[src/rtl/fmi_tile_ctrl.sv]
// Sequencer for the single-port FM-input tile RAM: streams a tile in from the loader,
// then serves fixed one-cycle-latency compute reads until the tile is released.
module fmi_tile_ctrl #(
  parameter int FMI_N_ELEM = 1024,
  parameter int PX_W       = 16,
  parameter int ADDR_W     = $clog2(FMI_N_ELEM + 1)
) (
  input  logic              clk,
  input  logic              rst,
  input  logic              start,
  input  logic [ADDR_W-1:0] n_elem,
  input  logic              ld_valid,
  input  logic [PX_W-1:0]   ld_data,
  output logic              ld_ready,
  output logic              tile_rdy,
  input  logic              rd_req,
  input  logic [ADDR_W-1:0] rd_addr,
  output logic              rd_valid,
  output logic [PX_W-1:0]   rd_data,
  input  logic              release_t,
  output logic [ADDR_W-1:0] ram_addr,
  output logic [PX_W-1:0]   ram_data,
  output logic              ram_write,
  input  logic [PX_W-1:0]   ram_res
);

  typedef enum logic [1:0] {IDLE, LOAD, SERVE} state_t;

  localparam logic [ADDR_W-1:0] MAX_LEN = ADDR_W'(FMI_N_ELEM);

  state_t            state_reg, state_next;
  logic [ADDR_W-1:0] count_reg, count_next;
  logic [ADDR_W-1:0] len_reg, len_next;
  logic              rd_valid_reg, rd_valid_next;

  always_ff @(posedge clk) begin
    if (rst) begin
      state_reg    <= IDLE;
      count_reg    <= '0;
      len_reg      <= '0;
      rd_valid_reg <= 1'b0;
    end else begin
      state_reg    <= state_next;
      count_reg    <= count_next;
      len_reg      <= len_next;
      rd_valid_reg <= rd_valid_next;
    end
  end

  always_comb begin
    state_next    = state_reg;
    count_next    = count_reg;
    len_next      = len_reg;
    rd_valid_next = 1'b0;
    ld_ready      = 1'b0;
    tile_rdy      = 1'b0;
    ram_addr      = '0;
    ram_data      = '0;
    ram_write     = 1'b0;

    case (state_reg)
      IDLE: begin
        if (start) begin
          count_next = '0;
          if (n_elem == '0) begin
            // Empty tile: nothing to load, go straight to serving.
            len_next   = '0;
            state_next = SERVE;
          end else begin
            len_next   = (n_elem > MAX_LEN) ? MAX_LEN : n_elem;
            state_next = LOAD;
          end
        end
      end

      LOAD: begin
        ld_ready = 1'b1;
        if (ld_valid) begin
          ram_write = 1'b1;
          ram_addr  = count_reg;
          ram_data  = ld_data;
          if (count_reg == len_reg - ADDR_W'(1)) begin
            count_next = '0;
            state_next = SERVE;
          end else begin
            count_next = count_reg + ADDR_W'(1);
          end
        end
      end

      SERVE: begin
        tile_rdy = 1'b1;
        // A read issued together with release_t still completes next cycle.
        if (rd_req) begin
          ram_addr      = rd_addr;
          rd_valid_next = 1'b1;
        end
        if (release_t) begin
          state_next = IDLE;
        end
      end

      default: state_next = IDLE;
    endcase
  end

  assign rd_valid = rd_valid_reg;
  assign rd_data  = rd_valid_reg ? ram_res : '0;

endmodule

[config.mk]
export PLATFORM = sky130hd
export DESIGN_NAME = fmi_tile_ctrl
export DESIGN_NICKNAME = d
export VERILOG_FILES = /design/src/rtl/fmi_tile_ctrl.sv
export SDC_FILE = /design/constraint.sdc
export NUM_CORES = 1
export LEC_CHECK = 0
export CORE_MARGIN = 1.5
export CORE_UTILIZATION = 41
export CTS_BUF_LIST = sky130_fd_sc_hd__clkbuf_8
export DETAILED_ROUTE_END_ITERATION = 8
export PLACE_DENSITY = 0.83
export REMOVE_ABC_BUFFERS = 1
export SLEW_MARGIN = 40
export SYNTH_ARGS = -nofsm -noshare
export SYNTH_HDL_FRONTEND = slang
export SYNTH_SLANG_ARGS = --single-unit
[constraint.sdc]
create_clock -name clk -period 5.5 [get_ports clk]
set_clock_uncertainty 0.2 [all_clocks]
set_input_delay 0.55 -clock clk [delete_from_list [all_inputs] [get_ports clk]]
set_output_delay 0.55 -clock clk [all_outputs]
set_load 0.05 [all_outputs]
-- Yosys cells after proc, flatten, opt, wreduce, memory -nomap -nowiden
Index checks and enable logic that the tools add are counted.
- add/sub/neg operators: 2
- order comparisons: 1
- equal/unequal tests: 7
- muxes and demuxes: 23
- bitwise gates (word level): 1
- reductions and logical operators: 7
- operator list (operator ; count):
    11-bit two-way mux ; 7
    16-bit two-way mux ; 3
    11-bit one-hot mux with 2 select lines ; 2
    11-bit by 1-bit adder with 11-bit output (second input constant) ; 1
    11-bit == test ; 1
    11-bit greater-than comparator (second input constant) ; 1
    11-bit logical NOT ; 1
    11-bit by 1-bit subtractor with 11-bit output (second input constant) ; 1
    2-bit two-way mux ; 5
    2-bit != test (second input constant) ; 4
    2-bit one-hot mux with 3 select lines ; 1
    1-bit two-way mux ; 5
    4-bit AND reduction ; 1
    3-bit AND reduction ; 1
    2-bit by 1-bit == test with 1-bit output (second input constant) ; 1
    2-bit == test (second input constant) ; 1
    2-bit logical NOT ; 1
    2-bit AND reduction ; 1
    2-bit nonzero test ; 1
    2-bit OR reduction ; 1
    1-bit NOT ; 1
- register bits: 25
- bits of input ports: 60
- output and inout port bits: 47
- logic and storage cells: 45

-- Logic depth before layout (Yosys ltp)
Gate-level depths: netlist of the first run.
- word-level depth: 5
- gate-level depth with buffers: 10
- mapped depth without buffers: 8

-- Worst setup path after synthesis of the first run
No wires, ideal clock.
- path kind: register -> output
- start: register state_reg[1]
- end: output ram_addr[0]
- arrival: 2904 ps
- data required time: 4750 ps
- path slack: 1846 ps
- cell stages (with the launch flop): 8
- buffers on the path: 2
- path through: dfxtp_1 inv_1 ha_1 clkbuf_1 and2_1 clkbuf_1 a22oi_1 nor2b_1
- cells in the longest elaborated chain, start to end: 2
- elaborated cells between the ends (all ways): 3
- those cells by class: eq/ne (2); mux (1)
- RTL lines (item ; RTL line ; text):
    from (decl) ; 31 ; state_t state_reg, state_next;
    from (signal assigned) ; 43 ; state_reg <= state_next;
    2-bit == test / 2-bit by 1-bit == test with 1-bit output (equally long branches) ; 61 ; case (state_reg)
    11-bit one-hot mux with 2 select lines * ; 61 ;
    to (decl) ; 21 ; output logic [ADDR_W-1:0] ram_addr,
Mark *: on every way between the ends. The rest lies on a longest branch, timed or not.

-- Worst setup path in the final report of the first run
- start: register state_reg[1]
- end: output ram_addr[6]
Same word-level chain as after synthesis.

==> impl_summary.txt, run 1 <==
----------------------------------------------------
[Floorplanning]
  Die width ... 73.3 microns
  Placeable core region ... 0.00475 sq mm
  Row count ... 25
  Initial core utilization ... roughly 43%
  Die area ... 0.00537 sq mm
  Count of boundary I/O pins ... between 100 and 150
  Vertical extent of the die ... 73.3 microns

[CTS]
  Setup fix buffers added after clock tree synthesis ... 0
  TritonCTS clock tree ... built
  Inserted Clock Buffers ... 3
  Worst skew pair latency ... between 0.2 and 0.3 ns
  Clk pin slew, worst setup/hold paths ... 0.08 ns
  Root buffer selected by CTS ... sky130_fd_sc_hd__clkbuf_8
  Number of buffers on the longest clock path ... 2
  Sinks on the clock net ... 25
  Post-CTS resize count ... 0
  H-tree depth reported by CTS ... 1
  Hold bufs inserted after CTS ... 0

[Layout]
  Post-layout instance count excluding filler cells ... ~430
  Fraction of layout instances using a drive strength above 1 ... 2.79%
  End-of-flow core utilization ... 65.5%
  Final non-filler cell area ... 0.00311 sq mm
  Highest-count cells in the layout ignoring fill and taps ... 105 x sky130_fd_sc_hd__clkdlybuf4s50_1, 25 x sky130_fd_sc_hd__dfxtp_1, 22 x sky130_fd_sc_hd__nor2_1, 21 x sky130_fd_sc_hd__and2_1, 21 x sky130_fd_sc_hd__and3_1
  Signed area change from the synthesized netlist to the final layout ... 53.7%
  Net total in the final layout ... about 420
  Most common library cell in the layout ignoring fill and taps ... sky130_fd_sc_hd__clkdlybuf4s50_1
  Ant diodes ... 0

[Power]
  Static power due to leakage ... approximately 1.1 nW
  Largest vdd supply drop ... 215 uV
  Power density normalized to cell area ... between 200 and 300 mW/mm^2
  Total power ... 0.894 mW

[Critical path]
  Critical path class ... register to primary output
  Worst EP required ... 4.75 ns
  Top fanout value on the critical path ... 26
  Largest stage delay, worst path ... 0.81 ns
  Crit path capture type ... primary output
  CP max stage cell ... sky130_fd_sc_hd__clkdlybuf4s50_1
  Sort of element at the start of the critical path ... register
  Critical-path cell list ... inv_1 > ha_1 > and2_1 > a22oi_1 > nor2b_1 > clkdlybuf4s50_1
  Crit path DAT ... 2.91 ns

[Routing]
  Overall via count from detail_route ... 2,284
  Detailed router's first-iteration violation count ... 119
  Total Wirelength ... 5940 microns
  Antenna Nets Post-Route ... 0
  Routed via count divided by cell count ... 5.37
  Routed length per placed instance ... 14.0 microns
  Residual DRC count ... 0
  Router iterations before antenna repair ... 4

[Place]
  Pre-CTS worst setup slack ... 1.92 ns
  HPWL after detailed placement ... roughly 4600 microns
  Cell total after placement ... 421
  # port buffers ... 106
  Routability-driven placement congestion ratio ... ~0.85
  Instance area at placement ... 0.00307 sq mm

[Synthesis]
  Post-synth EDFFs ... 0
  Synth Flop Type ... sky130_fd_sc_hd__dfxtp_1
  Mux share of post-synthesis cell area ... 0%
  Mapped Avg Cell Area ... 7.50 sq um
  Leading post-synthesis cells by cell area ... sky130_fd_sc_hd__dfxtp_1 25%, sky130_fd_sc_hd__and2_1 6.5%, sky130_fd_sc_hd__and3_1 6.5%, sky130_fd_sc_hd__a22oi_1 5.9%, sky130_fd_sc_hd__nor2b_1 5.3%
  Syn Inst Count ... 270
  Post-synthesis cell type count ... 49
  Adder-Cell Fraction of Synth Area ... 3.09%
  Flop and latch count out of synthesis ... 25
  Count of yosys warnings during synthesis ... 0
  Post-synthesis simple-gate area fraction ... 39.2%
  FFs w/ async S/R, synth ... 0%
  Biggest area consumer among synthesized cells ... sky130_fd_sc_hd__dfxtp_1
  Share of Yosys cell area claimed by the top area cell type ... 24.7%
  Post-synthesis sequential area ratio ... 24.7%
  Cell area after technology mapping ... 0.00203 sq mm
  Combinational family with the most area after synthesis ... simple AND/OR/NAND/NOR gates
  Area share of xor/xnor cells in the synthesized design ... 6.92%
  Synth Area in Compound Gates ... 20.0%

[Run]
  Max-cap viol count ... 0

[Run status]
  Outcome ... complete, no violations

[Timing]
  Highest attainable clock frequency ... 0.273 GHz
  Slew Viols, Final ... 0
  Total setup violations reported at the end of the flow ... 0
  Final-layout setup total negative slack ... 0 ns
  Crit share post-route ... between 60 and 70%
  Slew headroom ... approximately half
  Final period demand of the worst path ... around 3.7 ns
  Worst Slack Setup Final ... 1.84 ns
  Setup repair after global routing missed its margin ... no
  Hold Vio Cnt, Final ... 0
  Final hold slack ... 0.308 ns
  Slew at the pin closest to its max-slew limit ... 0.727 ns

[Global routing]
  Pin count of the biggest net entering global routing ... 28
  Vias in the first global route ... 1,974
  GR Overflow Total ... 0
  Overall global routing resource usage ... between 20 and 25%
  Antenna violations before repair ... 0
  Global-route wire length before repair ... between 9000 and 10,000 microns

[Min path]
  Hold Crit Class ... register to register

----------------------------------------------------
[path summary, 6_finish.rpt]
kind                                  start                        end  slack (ns)  cells after the start
hold reg to reg   state_reg[0]$_SDFFE_PP0P_  state_reg[0]$_SDFFE_PP0P_        0.31                      2
hold / removal    state_reg[0]$_SDFFE_PP0P_  state_reg[0]$_SDFFE_PP0P_        0.31                      2
setup reg to reg    len_reg[0]$_SDFFE_PP0P_  count_reg[5]$_SDFFE_PP0P_        2.64                      8
setup / recovery  state_reg[1]$_SDFFE_PP0P_                ram_addr[6]        1.84                      6
[layer usage]
| metal | share of wire [%] | GRT usage, % |
|---|---|---|
| met1 | 44 | 28.0 |
| met2 | 48 | 39.7 |
| met3 | 7.3 | 3.57 |
| met4 | 0.86 | 4.53 |
| met5 | 0 | 0 |
[Yosys cell counts (2+ instances only)]
| master | instances |
|---|---|
| sky130_fd_sc_hd__o31ai_1 | 2 |
| sky130_fd_sc_hd__nand3_1 | 6 |
| sky130_fd_sc_hd__buf_2 | 3 |
| sky130_fd_sc_hd__xor2_1 | 6 |
| sky130_fd_sc_hd__and2_1 | 21 |
| sky130_fd_sc_hd__a32o_1 | 2 |
| sky130_fd_sc_hd__inv_1 | 7 |
| sky130_fd_sc_hd__nand2_1 | 13 |
| sky130_fd_sc_hd__ha_1 | 5 |
| sky130_fd_sc_hd__nand4_1 | 3 |
| sky130_fd_sc_hd__dfxtp_1 | 25 |
| sky130_fd_sc_hd__and3_1 | 21 |
| sky130_fd_sc_hd__nand3b_1 | 2 |
| sky130_fd_sc_hd__nor3b_1 | 8 |
| sky130_fd_sc_hd__clkbuf_1 | 15 |
| sky130_fd_sc_hd__a22oi_1 | 16 |
| sky130_fd_sc_hd__nor2_1 | 22 |
| sky130_fd_sc_hd__a21oi_1 | 14 |
| sky130_fd_sc_hd__nor3_1 | 9 |
| sky130_fd_sc_hd__o2111ai_1 | 2 |
| sky130_fd_sc_hd__o21a_1 | 2 |
| sky130_fd_sc_hd__o21ai_0 | 4 |
| sky130_fd_sc_hd__nor2b_1 | 17 |
| sky130_fd_sc_hd__xnor2_1 | 10 |
| sky130_fd_sc_hd__o211ai_1 | 3 |
| sky130_fd_sc_hd__or3_1 | 2 |
| sky130_fd_sc_hd__a211oi_1 | 2 |
| sky130_fd_sc_hd__o22ai_1 | 4 |
| sky130_fd_sc_hd__o31a_1 | 2 |
| sky130_fd_sc_hd__nand4b_1 | 2 |
| sky130_fd_sc_hd__nor4_1 | 2 |
[worst max-delay path: cells and delay by family, from the launching register on]
kind,cells,cell delay [ns]
AO/OA/AOI/OAI,1,0.13
flip-flops,1,0.33
AND/OR/NAND/NOR,2,0.65
adder cells (fa/ha/maj),1,0.63
buffers and inverters,2,0.89
[power breakdown]
part	switching (mW)	total, mW	internal (mW)
Clock	0.0602	0.111	0.0508
Combinational	0.339	0.555	0.216
Sequential	0.0276	0.228	0.201
Total	0.427	0.894	0.468
[cell families (layout without fill, tap and decap cells)]
group | after synthesis | in the layout
flip-flops | 25 | 25
buffers and inverters | 29 | 117
AO/OA/AOI/OAI | 58 | 58
XOR/XNOR | 16 | 16
AND/OR/NAND/NOR | 137 | 137
adder cells (fa/ha/maj) | 5 | 5
[area by class of cell]
type | count | area, sq um
clock buffers | 3 | 41.3
well taps | 67 | 83.8
fillers | 445 | 1640
repair buffers | 106 | 1060
inverters | 7 | 26.3
multi-input cells | 216 | 1400
clock inverters | 1 | 5.00
flip-flops and latches | 25 | 500
Note: power is estimated with default switching activity, not from simulation.
==> run 2, diff against run 1 <==
clock period = 3.76 ns   (was 5.5 ns; I/O delays follow)
==> run 2 against run 1 <==
Die area unchanged. Power grew 46%. Clock power increased by 43%. Combinational power up 47%. Via count rose by 0.83%. Highest routed layer unchanged. Global-route usage up 0.59 points. Critical path depth unchanged. Worst hold slack lost 0.011 ns. Non-clock buffer count is 2 higher. Register-to-register slack lost 1.7 ns. Wire length is 2.6% higher. Cell area up 0.48%.
==> impl_summary.txt, run 2 (synthesized netlist as in run 1, its figures left out) <==
----------------------------------------------------
[CTS]
  Post-CTS resize count ... 0
  Inserted Clock Buffers ... 3
  Root buffer selected by CTS ... sky130_fd_sc_hd__clkbuf_8
  Worst skew pair latency ... ~0.27 ns
  Number of buffers on the longest clock path ... 2
  Hold bufs inserted after CTS ... 0
  TritonCTS clock tree ... built
  H-tree depth reported by CTS ... 1
  Clk pin slew, worst setup/hold paths ... 0.08 ns
  Setup fix buffers added after clock tree synthesis ... 0
  Sinks on the clock net ... 25

[Place]
  HPWL after detailed placement ... 4790 microns
  Instance area at placement ... about 0.003 sq mm
  # port buffers ... 106
  Routability-driven placement congestion ratio ... approximately 0.9

[Global routing]
  Antenna violations before repair ... 0
  GR Overflow Total ... 0
  Pin count of the biggest net entering global routing ... 28
  Global-route wire length before repair ... 9710 microns
  Overall global routing resource usage ... 22.7%
  Vias in the first global route ... 2,020

[Power]
  Sw frac ... 47.4%
  Part of the power in the clock network ... 12.2%
  Static power due to leakage ... 1.14 nW
  Sw power ... 0.620 mW
  Largest vdd supply drop ... approximately 230 uV
  Comb pwr share ... 62.5%
  Part of the power in registers ... 25.4%
  Power density normalized to cell area ... 418 mW/mm^2
  Internal power summed over all cells ... a little under 0.7 mW

[Layout]
  Net total in the final layout ... 426
  Fraction of layout instances using a drive strength above 1 ... under 10%
  Ant diodes ... 0
  Highest-count cells in the layout ignoring fill and taps ... 105 x sky130_fd_sc_hd__clkdlybuf4s50_1, 25 x sky130_fd_sc_hd__dfxtp_1, 22 x sky130_fd_sc_hd__nor2_1, 21 x sky130_fd_sc_hd__and2_1, 21 x sky130_fd_sc_hd__and3_1
  Final non-filler cell area ... 0.00313 sq mm
  Most common library cell in the layout ignoring fill and taps ... sky130_fd_sc_hd__clkdlybuf4s50_1
  Signed area change from the synthesized netlist to the final layout ... 54.4%

[Critical path]
  Crit path capture type ... primary output
  CP max stage cell ... sky130_fd_sc_hd__clkdlybuf4s50_1
  Critical-path cell list ... inv_1 > ha_1 > and2_1 > a22oi_1 > nor2b_1 > clkdlybuf4s50_1
  Crit path DAT ... 2.44 ns
  Critical path class ... register to primary output
  Sort of element at the start of the critical path ... register
  Top fanout value on the critical path ... 12
  Worst EP required ... between 3 and 4 ns
  Worst path top cell family by delay ... buffers and inverters
  Largest stage delay, worst path ... 0.82 ns
  Worst path buffer plus inverter count ... 2

[Timing]
  Setup repair after global routing missed its margin ... no
  Highest attainable clock frequency ... approximately 0.33 GHz
  Slew headroom ... 55.2%
  Total setup violations reported at the end of the flow ... 0
  Hold Vio Cnt, Final ... 0
  Slew Viols, Final ... 0
  Final-layout setup total negative slack ... 0 ns
  Final period demand of the worst path ... between 3 and 4 ns
  Crit share post-route ... around four fifths
  Slew at the pin closest to its max-slew limit ... 0.666 ns

[Floorplanning]
  Die width ... 73.3 microns
  Initial core utilization ... 42.6%
  Die area ... 0.00537 sq mm
  Placeable core region ... 0.00475 sq mm
  Vertical extent of the die ... about 73 microns
  Row count ... 25
  Count of boundary I/O pins ... about 110

[Routing]
  Routed length on met2 ... 2990 microns
  Routed length per placed instance ... between 10 and 15 microns
  Highest routed metal layer ... met4
  Routed via count divided by cell count ... roughly 5.4
  Overall via count from detail_route ... 2,303
  WL met3 ... 358 microns
  Met1 Routed Length ... 2630 microns
  Residual DRC count ... 0
  Total Wirelength ... approximately 6100 microns
  Router iterations before antenna repair ... 4
  Antenna Nets Post-Route ... 0
  Detailed router's first-iteration violation count ... 154

[Run status]
  Outcome ... complete, no violations

[Min path]
  Hold Crit Class ... register to register

[Run]
  Max-cap viol count ... 0

----------------------------------------------------
==> run 2: power by group through the flow <==
stage                     logic, mW  clock network [mW]  registers, mW
final                         0.817               0.159          0.332
after global routing          0.885               0.172          0.337
after CTS                     0.812               0.162          0.332
after detailed placement      0.809                   0          0.339
after global placement        0.799                   0          0.337
after floorplan               0.550                   0          0.333
==> run 2: final timing paths <==
kind,start,end,slack [ns],cells after the start
worst max register to register,len_reg[0]$_SDFFE_PP0P_,count_reg[5]$_SDFFE_PP0P_,0.90,8
worst min-delay path,state_reg[0]$_SDFFE_PP0P_,state_reg[0]$_SDFFE_PP0P_,0.30,2
worst max-delay path,state_reg[0]$_SDFFE_PP0P_,ram_addr[1],0.75,6
worst min register to register,state_reg[0]$_SDFFE_PP0P_,state_reg[0]$_SDFFE_PP0P_,0.30,2
==> run 2: area by class of cell <==
type	instances	area, sq um
clock buffers	3	41.3
inverters	7	26.3
well taps	67	83.8
multi-input cells	216	1400
clock inverters	1	5.00
repair buffers	108	1070
fillers	434	1630
flip-flops and latches	25	500
==> run 2: per-layer routing <==
layer,up-vias,track usage [%]
met5,-,0
li1,1144,-
met3,8,3.02
met1,1056,27.9
met4,0,6.38
met2,95,41.3
==> run 2: through the flow <==
stage / setup WS [ns] / instances / power, mW / hold WS [ns] / util, %
4_1_cts: 0.721 / 427 / 1.31 / 0.299 / 65.8
6_report: 0.748 / 427 / 1.31 / 0.297 / 65.8
2_1_floorplan: 0.471 / 248 / 0.883 / 0.245 / -
5_1_grt: 0.537 / 427 / 1.39 / 0.315 / 65.8
3_5_place_dp: 0.800 / 423 / 1.15 / 0.288 / 64.8
3_3_place_gp: 0.833 / 423 / 1.14 / 0.277 / 64.9
==> run 2: tightest hold or removal path, stage by stage (launching register included) <==
cell and delay (ns):
sky130_fd_sc_hd__dfxtp_1 0.34, sky130_fd_sc_hd__o31ai_1 0.07, sky130_fd_sc_hd__a21oi_1 0.05
